==> src/rtl/cte_if.sv <==
// Stream bus for the colour transform engine: input byte/pixel with busy back-pressure,
// output byte/pixel qualified by out_valid.
interface cte_if;
  logic        op_mode;
  logic        in_en;
  logic [7:0]  yuv_in;
  logic [23:0] rgb_in;
  logic        busy;
  logic        out_valid;
  logic [23:0] rgb_out;
  logic [7:0]  yuv_out;

  modport master (
    output op_mode, in_en, yuv_in, rgb_in,
    input  busy, out_valid, rgb_out, yuv_out
  );

  modport slave (
    input  op_mode, in_en, yuv_in, rgb_in,
    output busy, out_valid, rgb_out, yuv_out
  );
endinterface

==> src/rtl/cte.sv <==
// Colour transform engine: YUV 4:2:2 bytes -> RGB pixels (op_mode=0) or
// RGB pixels -> YUV 4:2:2 bytes (op_mode=1), all arithmetic in eighths with round half up.
module cte (
  input  logic clk,
  input  logic reset,
  cte_if.slave bus
);

  typedef enum logic [1:0] {PhU, PhY0, PhV, PhY1} phase_e;

  phase_e      phase_q, phase_d;
  logic [7:0]  u_q, v_q, y0_q;
  logic        par_q, par_d;
  logic        busy_q;
  logic        out_valid_q;
  logic [23:0] rgb_q, rgb_d;
  logic [7:0]  yuv_q, yuv_d;
  logic [7:0]  q_q [2];
  logic [7:0]  q_d [2];
  logic [1:0]  cnt_q, cnt_d;

  logic accept;
  logic ov0, yv;

  assign accept = bus.in_en & ~busy_q;

  // Round an eighths value half up, then saturate to an unsigned byte.
  function automatic logic [7:0] sat_u8(input logic signed [13:0] x8);
    logic signed [13:0] r;
    r = (x8 + 14'sd4) >>> 3;
    if (r < 14'sd0) return 8'h00;
    if (r > 14'sd255) return 8'hff;
    return r[7:0];
  endfunction

  // Round an eighths value half up, then saturate to a signed byte.
  function automatic logic [7:0] sat_s8(input logic signed [13:0] x8);
    logic signed [13:0] r;
    r = (x8 + 14'sd4) >>> 3;
    if (r < -14'sd128) return 8'h80;
    if (r > 14'sd127) return 8'h7f;
    return r[7:0];
  endfunction

  // YUV -> RGB: on V the even pixel uses the stored Y0; on Y1 the stored V is reused.
  logic [7:0]         y_sel, v_sel;
  logic signed [13:0] y14, u14, v14;
  logic signed [13:0] r8, g8, b8;

  always_comb begin
    y_sel = (phase_q == PhV) ? y0_q : bus.yuv_in;
    v_sel = (phase_q == PhV) ? bus.yuv_in : v_q;
  end

  assign y14 = {6'd0, y_sel};
  assign u14 = {{6{u_q[7]}}, u_q};
  assign v14 = {{6{v_sel[7]}}, v_sel};
  assign r8  = y14 * 14'sd8 + v14 * 14'sd13;
  assign g8  = y14 * 14'sd8 - u14 * 14'sd2 - v14 * 14'sd6;
  assign b8  = y14 * 14'sd8 + u14 * 14'sd16;

  // RGB -> YUV
  logic signed [13:0] rr, gg, bb;
  logic signed [13:0] ym, um, vm;
  logic [7:0]         ym8, um8, vm8;

  assign rr  = {6'd0, bus.rgb_in[23:16]};
  assign gg  = {6'd0, bus.rgb_in[15:8]};
  assign bb  = {6'd0, bus.rgb_in[7:0]};
  assign ym  = rr * 14'sd2 + gg * 14'sd5 + bb;
  assign um  = -rr - gg * 14'sd2 + bb * 14'sd3;
  assign vm  = rr * 14'sd4 - gg * 14'sd3 - bb;
  assign ym8 = sat_u8(ym);
  assign um8 = sat_s8(um);
  assign vm8 = sat_s8(vm);

  // Mode 0 phase tracking and pixel output.
  always_comb begin
    phase_d = phase_q;
    par_d   = par_q;
    rgb_d   = rgb_q;
    ov0     = 1'b0;
    if (accept && !bus.op_mode) begin
      unique case (phase_q)
        PhU:  phase_d = PhY0;
        PhY0: phase_d = PhV;
        PhV: begin
          phase_d = PhY1;
          ov0     = 1'b1;
        end
        PhY1: begin
          phase_d = PhU;
          ov0     = 1'b1;
        end
      endcase
    end
    if (ov0) rgb_d = {sat_u8(r8), sat_u8(g8), sat_u8(b8)};
    if (accept && bus.op_mode) par_d = ~par_q;
  end

  // Mode 1 byte sequencer: pending bytes followed by newly produced ones; the head goes out
  // this edge, the rest wait. The one-cycle busy keeps at most two bytes pending.
  logic [7:0] cand [5];
  logic [2:0] n;

  always_comb begin
    for (int i = 0; i < 5; i++) cand[i] = 8'h00;
    cand[0] = q_q[0];
    cand[1] = q_q[1];
    n       = {1'b0, cnt_q};
    if (accept && bus.op_mode) begin
      if (!par_q) begin
        cand[n]         = um8;
        cand[n + 3'd1]  = ym8;
        cand[n + 3'd2]  = vm8;
        n               = n + 3'd3;
      end else begin
        cand[n] = ym8;
        n       = n + 3'd1;
      end
    end
    q_d   = q_q;
    cnt_d = cnt_q;
    yuv_d = yuv_q;
    yv    = 1'b0;
    if (n != 3'd0) begin
      yv     = 1'b1;
      yuv_d  = cand[0];
      q_d[0] = cand[1];
      q_d[1] = cand[2];
      cnt_d  = 2'(n - 3'd1);
    end
  end

  always_ff @(posedge clk) begin
    if (reset) begin
      phase_q     <= PhU;
      par_q       <= 1'b0;
      busy_q      <= 1'b0;
      out_valid_q <= 1'b0;
      rgb_q       <= 24'h0;
      yuv_q       <= 8'h0;
      q_q[0]      <= 8'h0;
      q_q[1]      <= 8'h0;
      cnt_q       <= 2'd0;
      u_q         <= 8'h0;
      v_q         <= 8'h0;
      y0_q        <= 8'h0;
    end else begin
      phase_q     <= phase_d;
      par_q       <= par_d;
      busy_q      <= accept & bus.op_mode;
      out_valid_q <= ov0 | yv;
      rgb_q       <= rgb_d;
      yuv_q       <= yuv_d;
      q_q         <= q_d;
      cnt_q       <= cnt_d;
      if (accept && !bus.op_mode) begin
        case (phase_q)
          PhU:     u_q  <= bus.yuv_in;
          PhY0:    y0_q <= bus.yuv_in;
          PhV:     v_q  <= bus.yuv_in;
          default: ;
        endcase
      end
    end
  end

  assign bus.busy      = busy_q;
  assign bus.out_valid = out_valid_q;
  assign bus.rgb_out   = rgb_q;
  assign bus.yuv_out   = yuv_q;

endmodule

==> src/flat_wrapper.sv <==
// flat-port wrapper written by rule: the top's interface ports become plain ports
module cte_flat 
  (clk, reset, bus_op_mode, bus_in_en, bus_yuv_in, bus_rgb_in, bus_busy, bus_out_valid, bus_rgb_out, bus_yuv_out);
  cte_if bus_i ();
  input  logic clk;
  input  logic reset;
  input wire logic [$bits(bus_i.op_mode)-1:0] bus_op_mode;
  input wire logic [$bits(bus_i.in_en)-1:0] bus_in_en;
  input wire logic [$bits(bus_i.yuv_in)-1:0] bus_yuv_in;
  input wire logic [$bits(bus_i.rgb_in)-1:0] bus_rgb_in;
  output wire logic [$bits(bus_i.busy)-1:0] bus_busy;
  output wire logic [$bits(bus_i.out_valid)-1:0] bus_out_valid;
  output wire logic [$bits(bus_i.rgb_out)-1:0] bus_rgb_out;
  output wire logic [$bits(bus_i.yuv_out)-1:0] bus_yuv_out;
  assign bus_i.op_mode = bus_op_mode;
  assign bus_i.in_en = bus_in_en;
  assign bus_i.yuv_in = bus_yuv_in;
  assign bus_i.rgb_in = bus_rgb_in;
  assign bus_busy = bus_i.busy;
  assign bus_out_valid = bus_i.out_valid;
  assign bus_rgb_out = bus_i.rgb_out;
  assign bus_yuv_out = bus_i.yuv_out;
  cte u_core (.clk(clk), .reset(reset), .bus(bus_i));
endmodule
==> config.mk <==
export PLATFORM = sky130hd
export DESIGN_NAME = cte_flat
export DESIGN_NICKNAME = d
export VERILOG_FILES = /design/src/rtl/cte_if.sv /design/src/rtl/cte.sv /design/src/flat_wrapper.sv
export SDC_FILE = /design/constraint.sdc
export NUM_CORES = 1
export LEC_CHECK = 0
export ABC_AREA = 1
export BUFFER_PORTS_ARGS = -buffer_cell sky130_fd_sc_hd__buf_2
export CORE_ASPECT_RATIO = 1.1
export CORE_MARGIN = 1.5
export CORE_UTILIZATION = 65
export CTS_CLUSTER_SIZE = 16
export DETAILED_ROUTE_END_ITERATION = 10
export HOLD_SLACK_MARGIN = 0.08
export PLACE_DENSITY_LB_ADDON = 0.05
export SLEW_MARGIN = 5
export SYNTH_ARGS = -nofsm -noshare
export SYNTH_HDL_FRONTEND = slang
export SYNTH_SLANG_ARGS = --single-unit
==> constraint.sdc <==
create_clock -name clk -period 12.6 [get_ports clk]
set_input_delay 3.78 -clock clk [delete_from_list [all_inputs] [get_ports clk]]
set_output_delay 3.78 -clock clk [all_outputs]
set_load 0.01 [all_outputs]
# Word-level counts from Yosys, hierarchy flattened
# Cells that the tools add are included.
# totals
reg_bits,79
elab_cells,146
# classes
add_sub_neg,21
n_mul,5
order_cmp,18
eq_ne,3
mux,68
bitwise,8
reduce_logical,11
# op_table
op,n
8-bit 2-to-1 mux,29
40-bit bitwise mux,4
40-bit 2-to-1 mux,2
8-bit demux with 3-bit select,3
"14-bit by 4-bit adder with 14-bit output, second input constant",5
"11-bit by 9-bit > comparator with 1-bit output, second input constant",4
"11-bit by 1-bit < comparator with 1-bit output, second input constant",4
1-bit 2-to-1 mux,27
"11-bit by 8-bit > comparator with 1-bit output, second input constant",2
"11-bit by 8-bit < comparator with 1-bit output, second input constant",2
"8-bit by 3-bit multiplier with 11-bit output, second input constant",2
"8-bit by 2-bit multiplier with 10-bit output, second input constant",2
10-bit by 14-bit adder with 14-bit output,1
12-bit by 14-bit adder with 14-bit output,1
"13-bit by 4-bit adder with 14-bit output, second input constant",1
14-bit adder,1
14-bit by 9-bit adder with 14-bit output,1
8-bit negation with 14-bit output,1
11-bit by 14-bit subtractor with 14-bit output,1
14-bit by 10-bit subtractor with 14-bit output,1
14-bit subtractor,1
14-bit by 9-bit subtractor with 14-bit output,1
12-bit by 12-bit adder with 13-bit output,1
"8-bit by 5-bit multiplier with 13-bit output, second input constant",1
21 further kinds,36

# Depth between registers and ports, before layout
# Gate-level depths: netlist (run 1).
# depth
depth_word,14
depth_mapped,31
ltp_nobuf,29

# Worst setup path after synthesis (run 1)
# No wires, ideal clock.
# synth_timing
path_type,input to register
from,input bus_yuv_in[2]
to,"register u_core.rgb_q[16], in the netlist u_core.bus.rgb_out[16]"
arrival_ns,7.457
required_time_ns,12.468
setup_slack_ns,5.011
path_stages,27
cell_sequence,nand2_1 > o21ai_0 > ha_1 > ha_1 > inv_1 > fa_1 > inv_1 > ha_1 > a21o_1 > nand3_1 > nand2_1 > a21oi_1 > nor2_1 > nor2_1 > xor2_1 > ha_1 > nand2_1 > nor2_1 > nand3b_1 > nand4_1 > nand2_2 > inv_2 > nand2_1 > nand2_2 > nand3_1 > nand2_1 > a21oi_1
# synth_between
elab_chain_cells,10
elab_cells_between_ends,15
classes_between,add/sub: 2; mul: 1; order compare: 2; mux: 10
# synth_rtl
element,line,text
"start, declared",flat_wrapper.sv:9,input wire logic [$bits(bus_i.yuv_in)-1:0] bus_yuv_in;
8-bit 2-to-1 mux (*),cte.sv:52,v_sel = (phase_q == PhV) ? bus.yuv_in : v_q;
named net u_core.v_sel[2],cte.sv:46,"logic [7:0] y_sel, v_sel;"
8-bit by 5-bit multiplier with 13-bit output (*),cte.sv:58,assign r8 = y14 * 14'sd8 + v14 * 14'sd13;
12-bit by 14-bit adder with 14-bit output (*),cte.sv:58,
14-bit by 4-bit adder with 14-bit output (*),cte.sv:30,r = (x8 + 14'sd4) >>> 3;
11-bit by 9-bit > comparator with 1-bit output,cte.sv:32,if (r > 14'sd255) return 8'hff;
1-bit 2-to-1 mux (2 in series),cte.sv:32,
1-bit 2-to-1 mux,cte.sv:97,"if (ov0) rgb_d = {sat_u8(r8), sat_u8(g8), sat_u8(b8)};"
8-bit 2-to-1 mux,cte.sv:33,return r[7:0];
8-bit 2-to-1 mux (*),cte.sv:32,
"end signal, assigned",cte.sv:154,rgb_q <= rgb_d;
"end, declared",cte.sv:16,"logic [23:0] rgb_q, rgb_d;"
# Mark *: on every way through the listed nets, which the timed path passes. The rest lies on a longest branch. The select of a mux whose other input is x is not followed.
# A chain may end at the register's enable or synchronous reset.

# Worst setup path in the final report (run 1)
# layout_timing
from,input bus_yuv_in[3]
to,"register u_core.rgb_q[20], in the netlist u_core.bus.rgb_out[20]"
# The elaborated chain is that of the path after synthesis.

==> results of run 1 <==
==> logic make-up (layout without fill, tap and decap cells) <==
| family | after synthesis | after routing | share of synthesized area |
|---|---|---|---|
| buf+inv | 288 | 343 | 0.107 |
| xor+xnor | 70 | 70 | 0.0582 |
| fa+ha+maj | 210 | 210 | 0.279 |
| flops | 79 | 79 | 0.150 |
| simple gates | 581 | 581 | 0.239 |
| compound gates | 311 | 311 | 0.166 |
==> cell type report <==
type | instances | area, um2 | share of cell area
multi-input combinational | 1172 | 7820 | 0.691
clock buffer | 11 | 243 | 0.0215
sequential | 79 | 1580 | 0.140
tap | 200 | 250 | 0.0221
timing repair buffer | 74 | 383 | 0.0338
clock inverter | 5 | 86.3 | 0.00763
inverter | 253 | 952 | 0.0842
==> registers in the layout, indices dropped and copies added (netlist names) <==
register and flops:
u_core.bus.out_valid 1, u_core.y0_q 8, u_core.cnt_q 2, u_core.q_q 16
u_core.par_q 1, u_core.v_q 8, u_core.bus.yuv_out 8, u_core.bus.rgb_out 24
u_core.bus.busy 1, u_core.u_q 8, u_core.phase_q 2
==> power breakdown <==
group	switching, mW	internal (mW)
combinational	0.968	0.538
sequential	0.0274	0.288
clock	0.118	0.181
total	1.11	1.01
==> synth_stat cells, types with 8 or more instances <==
| cell | count |
|---|---|
| sky130_fd_sc_hd__dfxtp_1 | 79 |
| sky130_fd_sc_hd__buf_2 | 10 |
| sky130_fd_sc_hd__fa_1 | 41 |
| sky130_fd_sc_hd__a21oi_1 | 143 |
| sky130_fd_sc_hd__clkbuf_1 | 19 |
| sky130_fd_sc_hd__nand3_1 | 82 |
| sky130_fd_sc_hd__a31oi_1 | 9 |
| sky130_fd_sc_hd__o21bai_1 | 8 |
| sky130_fd_sc_hd__nand3_2 | 9 |
| sky130_fd_sc_hd__nand2_2 | 20 |
| sky130_fd_sc_hd__nor2_1 | 77 |
| sky130_fd_sc_hd__nand4_1 | 12 |
| sky130_fd_sc_hd__o21ai_0 | 87 |
| sky130_fd_sc_hd__xor2_1 | 47 |
| sky130_fd_sc_hd__inv_1 | 247 |
| sky130_fd_sc_hd__a21oi_2 | 12 |
| sky130_fd_sc_hd__ha_1 | 169 |
| sky130_fd_sc_hd__nand2_1 | 358 |
| sky130_fd_sc_hd__o21ai_1 | 19 |
| sky130_fd_sc_hd__xnor2_1 | 23 |
| sky130_fd_sc_hd__nor3_1 | 8 |
==> metal layers <==
metal,part of all wire,vias up,global-route usage
li1,-,5099,-
met1,0.41,4556,0.358
met2,0.49,297,0.582
met3,0.044,98,0.0425
met4,0.056,0,0.180
met5,0,-,0
==> worst min-delay path, stage by stage, from the launching register on <==
cell and delay (ns):
sky130_fd_sc_hd__dfxtp_1 0.30, sky130_fd_sc_hd__inv_1 0.05, sky130_fd_sc_hd__a21oi_1 0.05
==> how the worst max path moves through the flow <==
| stage | to | cells after the start |
|---|---|---|
| after floorplan | u_core.bus.rgb_out[16]$_SDFFE_PP0P_ | 27 |
| after global placement | u_core.bus.rgb_out[23]$_SDFFE_PP0P_ | 28 |
| after detailed placement | u_core.bus.rgb_out[20]$_SDFFE_PP0P_ | 25 |
| after CTS | u_core.bus.rgb_out[20]$_SDFFE_PP0P_ | 25 |
| after global routing | u_core.bus.rgb_out[20]$_SDFFE_PP0P_ | 27 |
| final | u_core.bus.rgb_out[20]$_SDFFE_PP0P_ | 28 |
==> impl_results.md, run 1 <==
- H-tree depth: 3
- Clock tree from TritonCTS: yes
- Detailed Routing Iterations Pass 1: 8
- Worst-case register-to-register setup slack: 7.33 ns
- Largest stage delay, worst path: 0.49 ns
- Total buffers and inverters traversed by the critical path: 4
- Worst-case clock skew: 0.00951 ns
- Total length of routed wires: 26300 um
- Slew at the pin closest to its max-slew limit: 1.15 ns
- Total vias in the final route: 10050
- Crit. End Element: flip-flop
- Most common cell after layout, fill and taps aside: sky130_fd_sc_hd__nand2_1
- P&R area growth vs syn: 7.46%
- Total global routing overflow: 0
- Cell type group with the largest total delay on the critical path: adder cells
- Final Cycle Share: 0.615
- Synth Flop Type: sky130_fd_sc_hd__dfxtp_1
- Worst rel slew slack: 0.234
- Reg2reg start: u_core.phase_q[0]$_SDFFE_PP0P_
- CTS Hold Buffers Added: 0
- Ranking of synthesized cells by area: sky130_fd_sc_hd__ha_1 (20%), sky130_fd_sc_hd__dfxtp_1 (15%), sky130_fd_sc_hd__nand2_1 (13%)
- End-of-flow core utilization: 0.716
- Peak supply drop: 0.000159 V
- Gate Count Post-Synth: 1539
- Overall Power: 2.12 mW
- Post-Place Cell Area: 11000 um2
- Number of max-capacitance violations reported: 0
- Total setup violations reported at the end of the flow: 0
- Vias in the first global route: 9659
- First-pass GRT wire length: 44300 um
- Largest area contributor in the synthesized netlist: sky130_fd_sc_hd__ha_1
- Leakage power of the design: 5.89 nW
- Capture point of the worst reg-to-reg path: u_core.bus.rgb_out[20]$_SDFFE_PP0P_
- Inserted Clock Buffers: 9
- Hold Violations, Final: 0
- Area share of the leading cell type in the synthesized netlist: 0.201
- Kind of critical path: in -> reg
- Maximum clock rate: 129 MHz
- Clock slew seen by the registers of the worst setup and hold paths: 0.07 ns
- Buffers added on ports: 69
- Power per unit of standard cell area: 187 nW/um2
- Worst hold path cell count: 2
- Synthesized cell area: 10500 um2
- Most used cells in the layout excluding fill and tap cells: sky130_fd_sc_hd__nand2_1 (358), sky130_fd_sc_hd__inv_1 (247), sky130_fd_sc_hd__ha_1 (169)
- Critical path fanouts, max: 8
- Share of layout cells above drive strength 1: 0.0960
- Warnings from Yosys: 0
- Endpoint of the worst hold path: u_core.v_q[2]$_SDFFE_PP0P_
- Net count of the finished layout: 1835
- Worst setup slack after placement: 4.49 ns
- Hold Crit Class: reg -> reg
- Die Height: 136 um
- Shortest period the worst path allows: 7.75 ns
- Async S/R FF share, synth: 0
- Critical path startpoint category: input pin
- Effective utilization at floorplan: 0.667
- Pins over their slew limit: 0
- CP Data Arrival Time: 7.95 ns
- Slowest-stage cell, CP: sky130_fd_sc_hd__fa_1
- Setup repair after global routing missed its margin: false
- Register area share after synthesis: 0.150
- Post-cts gate resize count: 0
- Worst Path Required: 12.80 ns
- Cell depth of the worst flop-to-flop path: 26
- Dpl hpwl: 21200 um
- Count of placed standard cells including taps: 1778
- Worst skew pair latency: 0.35 ns
- I/O pin count: 70
- Sink count of the clock tree: 79
- Net count after synthesis: 1785
- Worst Setup SP: bus_yuv_in[3]
- Number of distinct library cell variants in the gate-level netlist after synthesis: 49
- Number of buffers inserted to repair setup after CTS: 0
- Setup total negative slack: 0 ns
- GPL Wtd Cong: 0.927
- Final setup margin: 4.85 ns
- WHS: 0.454 ns
- Final non-filler cell area: 11300 um2
- Antenna violations before repair: 0
- Number of register bits inferred by synthesis: 79
- Count of non-filler cells in the finished layout: 1794
- Count of flip-flops with a built-in enable after synthesis: 0
- Startpoint of the worst hold path: u_core.v_q[2]$_SDFFE_PP0P_
- Die Span X: 124 um
- Antenna diodes: 0
- Num rows: 48
- Per-cell routed wire length: 14.6 um
- Die footprint: 17000 um2
- Clk buf depth: 2
- Floorplan Core Area: 15800 um2
- Avg Inst Size Synth: 6.84 um2
- Outcome: completed
- DR iter-0 viols: 617
- Count of antenna-violating nets left after detailed routing: 0
- Cell type with the highest occurrence count on the critical path: sky130_fd_sc_hd__nand2_1
- Global-route usage over all layers: 0.318
- Largest net degree at the start of global routing: 42
- # fillers: 1453
- Via density: 5.60
- Root buffer cell: sky130_fd_sc_hd__clkbuf_16
- Remaining DRCs: 0
No activity file was read; power rests on OpenSTA's default activity.
==> inputs of run 2 (changes only) <==
--- a/config.mk
+++ b/config.mk
@@ -9,7 +9,7 @@
 export BUFFER_PORTS_ARGS = -buffer_cell sky130_fd_sc_hd__buf_2
 export CORE_ASPECT_RATIO = 1.1
 export CORE_MARGIN = 1.5
-export CORE_UTILIZATION = 65
+export CORE_UTILIZATION = 63
 export CTS_CLUSTER_SIZE = 16
 export DETAILED_ROUTE_END_ITERATION = 10
 export HOLD_SLACK_MARGIN = 0.08
==> constraint.sdc (replaced) <==
create_clock -name clk -period 7.8 [get_ports clk]
set_input_delay 2.34 -clock clk [delete_from_list [all_inputs] [get_ports clk]]
set_output_delay 2.34 -clock clk [all_outputs]
set_load 0.01 [all_outputs]
==> run 2 against run 1 <==
Wire length down 0.98%. Combinational power up 61%. Setup slack worse by 3.4 ns. Largest cell class unchanged. Largest power group unchanged. Highest routed layer unchanged.
==> impl_results.md, run 2 (synthesized netlist as in run 1, its figures left out) <==
- Worst Path Required: 8.00 ns (-4.80 ns)
- Share of total power consumed by net switching: 0.521 (-0.00406)
- Slew at the pin closest to its max-slew limit: 1.20 ns (+0.0559 ns)
- Worst-case clock skew: 0.00777 ns (-0.00174 ns)
- Worst skew pair latency: 0.35 ns (about the same)
- Net count of the finished layout: 1835 (unchanged)
- Critical path fanouts, max: 8 (unchanged)
- Clock tree from TritonCTS: yes
- CP Data Arrival Time: 6.53 ns (-1.42 ns)
- WHS: 0.459 ns (+0.00511 ns)
- P&R area growth vs syn: 7.68%
- Final Cycle Share: 0.811
- Slowest-stage cell, CP: sky130_fd_sc_hd__fa_1
- Global-route usage over all layers: 0.311 (-0.00739)
- Maximum clock rate: 158 MHz
- Root buffer cell: sky130_fd_sc_hd__clkbuf_16
- Largest net degree at the start of global routing: 42 (unchanged)
- H-tree depth: 3 (unchanged)
- Startpoint of the worst hold path: u_core.v_q[2]$_SDFFE_PP0P_
- Count of antenna-violating nets left after detailed routing: 0 (unchanged)
- Worst rel slew slack: 0.195 (-0.0394)
- Reg2reg start: u_core.phase_q[0]$_SDFFE_PP0P_
- Dpl hpwl: 20900 um (-1.3%)
- I/O pin count: 70 (unchanged)
- Total global routing overflow: 0 (unchanged)
- Clock slew seen by the registers of the worst setup and hold paths: 0.07 ns (about the same)
- Share of total power in sequential cells: 0.148 (about the same)
- Total length of routed wires: 26000 um (-0.98%)
- Share of layout cells above drive strength 1: 0.0960 (unchanged)
- Total vias in the final route: 9939 (-1.1%)
- Peak supply drop: 0.000239 V (+51%)
- Effective utilization at floorplan: 0.643 (-0.0234)
- Inserted Clock Buffers: 9 (unchanged)
- Num rows: 49 (+2.1%)
- Hold Violations, Final: 0 (unchanged)
- Detailed Routing Iterations Pass 1: 7 (-1)
- Number of max-capacitance violations reported: 0 (unchanged)
- Die Span X: 126 um (+1.5%)
- Post-cts gate resize count: 0 (unchanged)
- Kind of critical path: in -> reg
- Most common cell after layout, fill and taps aside: sky130_fd_sc_hd__nand2_1
- Shortest period the worst path allows: 6.33 ns
- Internal power component: 1.65 mW (+64%)
- Most used cells in the layout excluding fill and tap cells: sky130_fd_sc_hd__nand2_1 (358), sky130_fd_sc_hd__inv_1 (247), sky130_fd_sc_hd__ha_1 (169)
- First-pass GRT wire length: 44500 um (+0.37%)
- Share of power burned in combinational logic: 0.705 (-0.005)
- Antenna diodes: 0 (unchanged)
- GPL Wtd Cong: 0.927 (about the same)
- Cell type with the highest occurrence count on the critical path: sky130_fd_sc_hd__nand2_1
- Power per unit of standard cell area: 304 nW/um2 (+62%)
- Clk buf depth: 2 (unchanged)
- Clock network power share: 0.147 (+0.006)
- Setup repair after global routing missed its margin: false
- Total setup violations reported at the end of the flow: 0 (unchanged)
- Worst Setup SP: bus_yuv_in[3]
- Number of buffers inserted to repair setup after CTS: 0 (unchanged)
- Die footprint: 17500 um2 (+3.1%)
- Crit. End Element: flip-flop
- Antenna violations before repair: 0 (unchanged)
- Max FFs per register: 24 (unchanged)
- Net Switching: 1.79 mW (+61%)
- Per-cell routed wire length: 14.5 um (-1.2%)
- DR iter-0 viols: 607 (-1.6%)
- Remaining DRCs: 0 (unchanged)
- Largest stage delay, worst path: 0.50 ns (about the same)
- Hold Crit Class: reg -> reg
- Buffers added on ports: 69 (unchanged)
- Via density: 5.53 (-1.3%)
- Outcome: completed
- Critical path startpoint category: input pin
- Leakage power of the design: 5.89 nW (about the same)
- Setup total negative slack: 0 ns (unchanged)
- Pins over their slew limit: 0 (unchanged)
- Die Height: 139 um (+1.5%)
- CTS Hold Buffers Added: 0 (unchanged)
- Sink count of the clock tree: 79 (unchanged)
- Vias in the first global route: 9574 (-0.88%)
- Floorplan Core Area: 16400 um2 (+3.6%)
-- run 2: changes by cell type in the layout (fill, tap and decap cells not counted), sizes merged --
cell      before  now
clkbuf        11   10
bufinv         2    3
inv          255  253
clkinvlp       0    1
clkinv         1    2
-- run 2: worst max-delay path: cells and delay by family --
kind,cells,cell delay [ns]
simple gates,14,1.25
buf+inv,4,0.29
compound gates,4,0.66
xor+xnor,1,0.08
fa+ha+maj,5,1.92
-- run 2: final timing paths --
kind	end	slack (ns)	cells after the start
setup / recovery	u_core.bus.rgb_out[16]$_SDFFE_PP0P_	1.47	28
setup reg to reg	u_core.bus.rgb_out[16]$_SDFFE_PP0P_	2.49	26
hold reg to reg	u_core.v_q[2]$_SDFFE_PP0P_	0.46	2
hold / removal	u_core.v_q[2]$_SDFFE_PP0P_	0.46	2
-- run 2: per-stage QoR --
step,setup WS [ns],std cells,instance area (um2),util,total power [mW]
global placement,1.24,1782,11000,0.671,2.88
finish,1.47,1798,11300,0.693,3.44
global route,1.00,1798,11300,0.693,3.82
floorplan,1.65,1539,10500,-,2.40
detailed placement,1.12,1782,11000,0.671,2.91
CTS,1.49,1798,11300,0.693,3.43
-- run 2: layout make-up --
type                    count  area (um2)
well taps                 204         255
flip-flops and latches     79        1580
fillers                  1472        5030
multi-input cells        1172        7820
repair buffers             74         383
clock buffers              10         229
clock inverters             6         118
inverters                 253         952
-- run 2: power by group through the flow --
stage / Sequential, mW / Clock, mW / Combinational (mW)
floorplan: 0.517 / 0 / 1.89
detailed placement: 0.516 / 0 / 2.40
global placement: 0.514 / 0 / 2.37
CTS: 0.507 / 0.512 / 2.41
global route: 0.516 / 0.527 / 2.77
finish: 0.508 / 0.506 / 2.43
-- run 2: layer usage --
layer	GRT usage	share of wire
met2	0.590	0.51
met4	0.0992	0.028
met1	0.360	0.42
met3	0.0397	0.038
met5	0	0
==> inputs of run 3 (changes only) <==
--- a/config.mk
+++ b/config.mk
@@ -9,7 +9,7 @@
 export BUFFER_PORTS_ARGS = -buffer_cell sky130_fd_sc_hd__buf_2
 export CORE_ASPECT_RATIO = 1.1
 export CORE_MARGIN = 1.5
-export CORE_UTILIZATION = 63
+export CORE_UTILIZATION = 57
 export CTS_CLUSTER_SIZE = 16
 export DETAILED_ROUTE_END_ITERATION = 10
 export HOLD_SLACK_MARGIN = 0.08
==> constraint.sdc (replaced) <==
create_clock -name clk -period 5.4 [get_ports clk]
set_input_delay 1.62 -clock clk [delete_from_list [all_inputs] [get_ports clk]]
set_output_delay 1.62 -clock clk [all_outputs]
set_load 0.01 [all_outputs]
==> run 3 against run 2 <==
Clock power grew 39%. Cell count grew 12%. Wire length grew 12%. Die area grew 10%. Combinational power grew 82%. Sequential cell count is the same. Non-clock buffer count grew 179. Sequential power grew 44%. Worst hold slack gained 0.0051 ns. Critical endpoint is now u_core.bus.yuv_out[1]$_SDFFE_PP0P_. Largest cell class unchanged. Highest routed layer unchanged.
==> impl_results.md, run 3 (synthesized netlist as in run 1, its figures left out) <==
- Outcome: completed
- Slew at the pin closest to its max-slew limit: 1.20 ns (-0.000402 ns)
- Share of total power in sequential cells: 0.125 (-0.023)
- Cell type group with the largest total delay on the critical path: adder cells
- Count of placed standard cells including taps: 1987 (+12%)
- CTS Hold Buffers Added: 0 (unchanged)
- Num rows: 51 (+4.1%)
- Worst setup path endpoint: u_core.bus.yuv_out[1]$_SDFFE_PP0P_
- Largest stage delay, worst path: 0.47 ns (-0.03 ns)
- Net count of the finished layout: 2014 (+9.8%)
- Area of the multi-input gates: 8290 um2 (+6.0%)
- P&R area growth vs syn: 25.3%
- Total global routing overflow: 0 (unchanged)
- Cell type with the highest occurrence count on the critical path: sky130_fd_sc_hd__ha_1
- Count of antenna-violating nets left after detailed routing: 0 (unchanged)
- Floorplan Core Area: 17900 um2 (+9.1%)
- Capture point of the worst reg-to-reg path: u_core.bus.rgb_out[18]$_SDFFE_PP0P_
- Share of total power consumed by net switching: 0.490 (-0.0314)
- Total buffers and inverters traversed by the critical path: 4 (unchanged)
- Hold Crit Class: reg -> reg
- Die Span X: 133 um (+5.0%)
- Worst Path Required: 5.64 ns (-2.36 ns)
- Antenna diodes: 0 (unchanged)
- I/O pin count: 70 (unchanged)
- Die footprint: 19300 um2 (+10%)
- Clock slew seen by the registers of the worst setup and hold paths: 0.07 ns (about the same)
- Kind of critical path: in -> reg
- GPL Wtd Cong: 0.942 (+1.7%)
- Final Cycle Share: 0.962
- Power per unit of standard cell area: 445 nW/um2 (+46%)
- Shortest period the worst path allows: 5.20 ns
- Root buffer cell: sky130_fd_sc_hd__clkbuf_16
- Count of non-filler cells in the finished layout: 2011 (+12%)
- Crit. End Element: flip-flop
- Pins over their slew limit: 0 (unchanged)
- Worst-case clock skew: 0.00982 ns (+0.00206 ns)
- Remaining DRCs: 0 (unchanged)
- Clk buf depth: 2 (unchanged)
- Largest net degree at the start of global routing: 42 (unchanged)
- Logic depth of the worst setup path including buffers: 19 (-32%)
- CP Data Arrival Time: 5.44 ns (-1.09 ns)
- Register cell area after layout: 1580 um2 (unchanged)
- Detailed Routing Iterations Pass 1: 5 (-2)
- # fillers: 1489 (+1.2%)
- Most common cell after layout, fill and taps aside: sky130_fd_sc_hd__nand2_1
- Dpl hpwl: 22900 um (+9.7%)
- Global-route usage over all layers: 0.299 (-0.0116)
- Vias in the first global route: 10249 (+7.1%)
- Antenna violations before repair: 0 (unchanged)
- Via density: 5.37 (-2.8%)
- CP cell instances: buf_2, ha_1, ha_1, inv_1, fa_1, buf_4, xnor2_1, fa_1, ha_1, ha_1, nand2_1, o21ai_1, nand2_1, nand3_2, a21oi_2, buf_4, o21ai_0, a21oi_1, a21oi_1
- Critical path startpoint category: input pin
- End-of-flow core utilization: 0.738 (+0.0457)
- Worst-case register-to-register setup slack: 0.41 ns (-2.08 ns)
- Inserted Clock Buffers: 9 (unchanged)
- First-pass GRT wire length: 47300 um (+6.4%)
- Max FFs per register: 24 (unchanged)
- Overall Power: 5.87 mW (+70%)
- Most used cells in the layout excluding fill and tap cells: sky130_fd_sc_hd__nand2_1 (349), sky130_fd_sc_hd__inv_1 (246), sky130_fd_sc_hd__buf_4 (183)
- Worst rel slew slack: 0.197 (+0.00235)
- Setup repair after global routing missed its margin: true
- Leakage power of the design: 6.79 nW (+15%)
- Startpoint of the worst hold path: u_core.bus.rgb_out[15]$_SDFFE_PP0P_
- Internal power component: 2.99 mW (+82%)
- Total setup violations reported at the end of the flow: 0 (unchanged)
- Maximum clock rate: 192 MHz
- Clock network power share: 0.120 (-0.027)
- Worst Setup SP: bus_rgb_in[11]
- Hold Violations, Final: 0 (unchanged)
- Total vias in the final route: 10805 (+8.7%)
- Clock tree from TritonCTS: yes
- Cell depth of the worst flop-to-flop path: 28 (+7.7%)
- Sink count of the clock tree: 79 (unchanged)
- DR iter-0 viols: 631 (+4.0%)
- Slowest-stage cell, CP: sky130_fd_sc_hd__fa_1
- Per-cell routed wire length: 14.4 um (-0.27%)
- Effective utilization at floorplan: 0.589 (-0.0539)
- Number of max-capacitance violations reported: 0 (unchanged)
- H-tree depth: 3 (unchanged)
- Total length of routed wires: 29000 um (+12%)
- Buffers added on ports: 69 (unchanged)
- Setup total negative slack: 0 ns (unchanged)
- Worst skew pair latency: 0.35 ns (about the same)
- Net Switching: 2.87 mW (+60%)
- Critical path fanouts, max: 5 (-3)
- Die Height: 146 um (+5.0%)
- Peak supply drop: 0.000385 V (+61%)
- Share of power burned in combinational logic: 0.755 (+0.050)
- Reg2reg start: u_core.phase_q[0]$_SDFFE_PP0P_
- Share of layout cells above drive strength 1: 0.223 (+0.127)
## run 3: changes by cell type in the layout (fill, tap and decap cells not counted), sizes merged
cell	change
bufinv	-1
clkbuf	+1
clkinvlp	-1
clkinv	-1
inv	+2
buf	+179
## run 3: power by group through the flow
| stage | Clock [mW] | Sequential [mW] | Combinational, mW |
|---|---|---|---|
| floorplan | 0 | 0.747 | 2.73 |
| global route | 0.734 | 0.746 | 4.96 |
| CTS | 0.709 | 0.731 | 4.15 |
| global placement | 0 | 0.743 | 4.07 |
| detailed placement | 0 | 0.743 | 4.12 |
| finish | 0.703 | 0.733 | 4.43 |
## run 3: how the worst min path moves through the flow
| stage | to | slack, ns | cells past startpoint |
|---|---|---|---|
| 2_1_floorplan | u_core.v_q[2]$_SDFFE_PP0P_ | 0.42 | 2 |
| 4_1_cts | u_core.v_q[4]$_SDFFE_PP0P_ | 0.46 | 2 |
| 3_3_place_gp | u_core.v_q[4]$_SDFFE_PP0P_ | 0.44 | 2 |
| 5_1_grt | u_core.bus.rgb_out[15]$_SDFFE_PP0P_ | 0.48 | 2 |
| 3_5_place_dp | u_core.v_q[4]$_SDFFE_PP0P_ | 0.44 | 2 |
| 6_report | u_core.bus.rgb_out[15]$_SDFFE_PP0P_ | 0.46 | 2 |
## run 3: layout make-up
| cell class | instances | share of cell area |
|---|---|---|
| Clock buffer | 11 | 0.0184 |
| Sequential cell | 79 | 0.120 |
| Timing Repair Buffer | 253 | 0.132 |
| Clock inverter | 5 | 0.00654 |
| Inverter | 253 | 0.0722 |
| Tap cell | 238 | 0.0226 |
| Multi-Input combinational cell | 1172 | 0.629 |
## run 3: tightest hold or removal path, delay by kind of cell, from the launching register on
family | cells | cell delay [ns]
AND/OR/NAND/NOR | 1 | 0.06
flip-flops | 1 | 0.30
AO/OA/AOI/OAI | 1 | 0.06
## run 3: per-stage QoR
step           setup slack, ns  hold slack (ns)  instance area, um2
5_1_grt                -0.0318            0.480               13200
4_1_cts               0.000449            0.459               12700
3_3_place_gp            -0.214            0.440               12300
2_1_floorplan           0.0244            0.424               10500
6_report                 0.205            0.465               13200
3_5_place_dp            -0.350            0.443               12300
## run 3: what timing repair did
item                       4_1_cts  5_1_grt
setup buffers                    0        8
gates resized for setup          3       89
pin swaps                        1       37
setup endpoints to repair        8       40
gates cloned                     0        0
## run 3: routing by layer
layer	global-route usage	wire [um]	vias up
met2	0.564	15000	314
li1	-	-	5452
met4	0.126	1050	0
met1	0.341	11900	4967
met3	0.0310	1090	72
met5	0	0	-
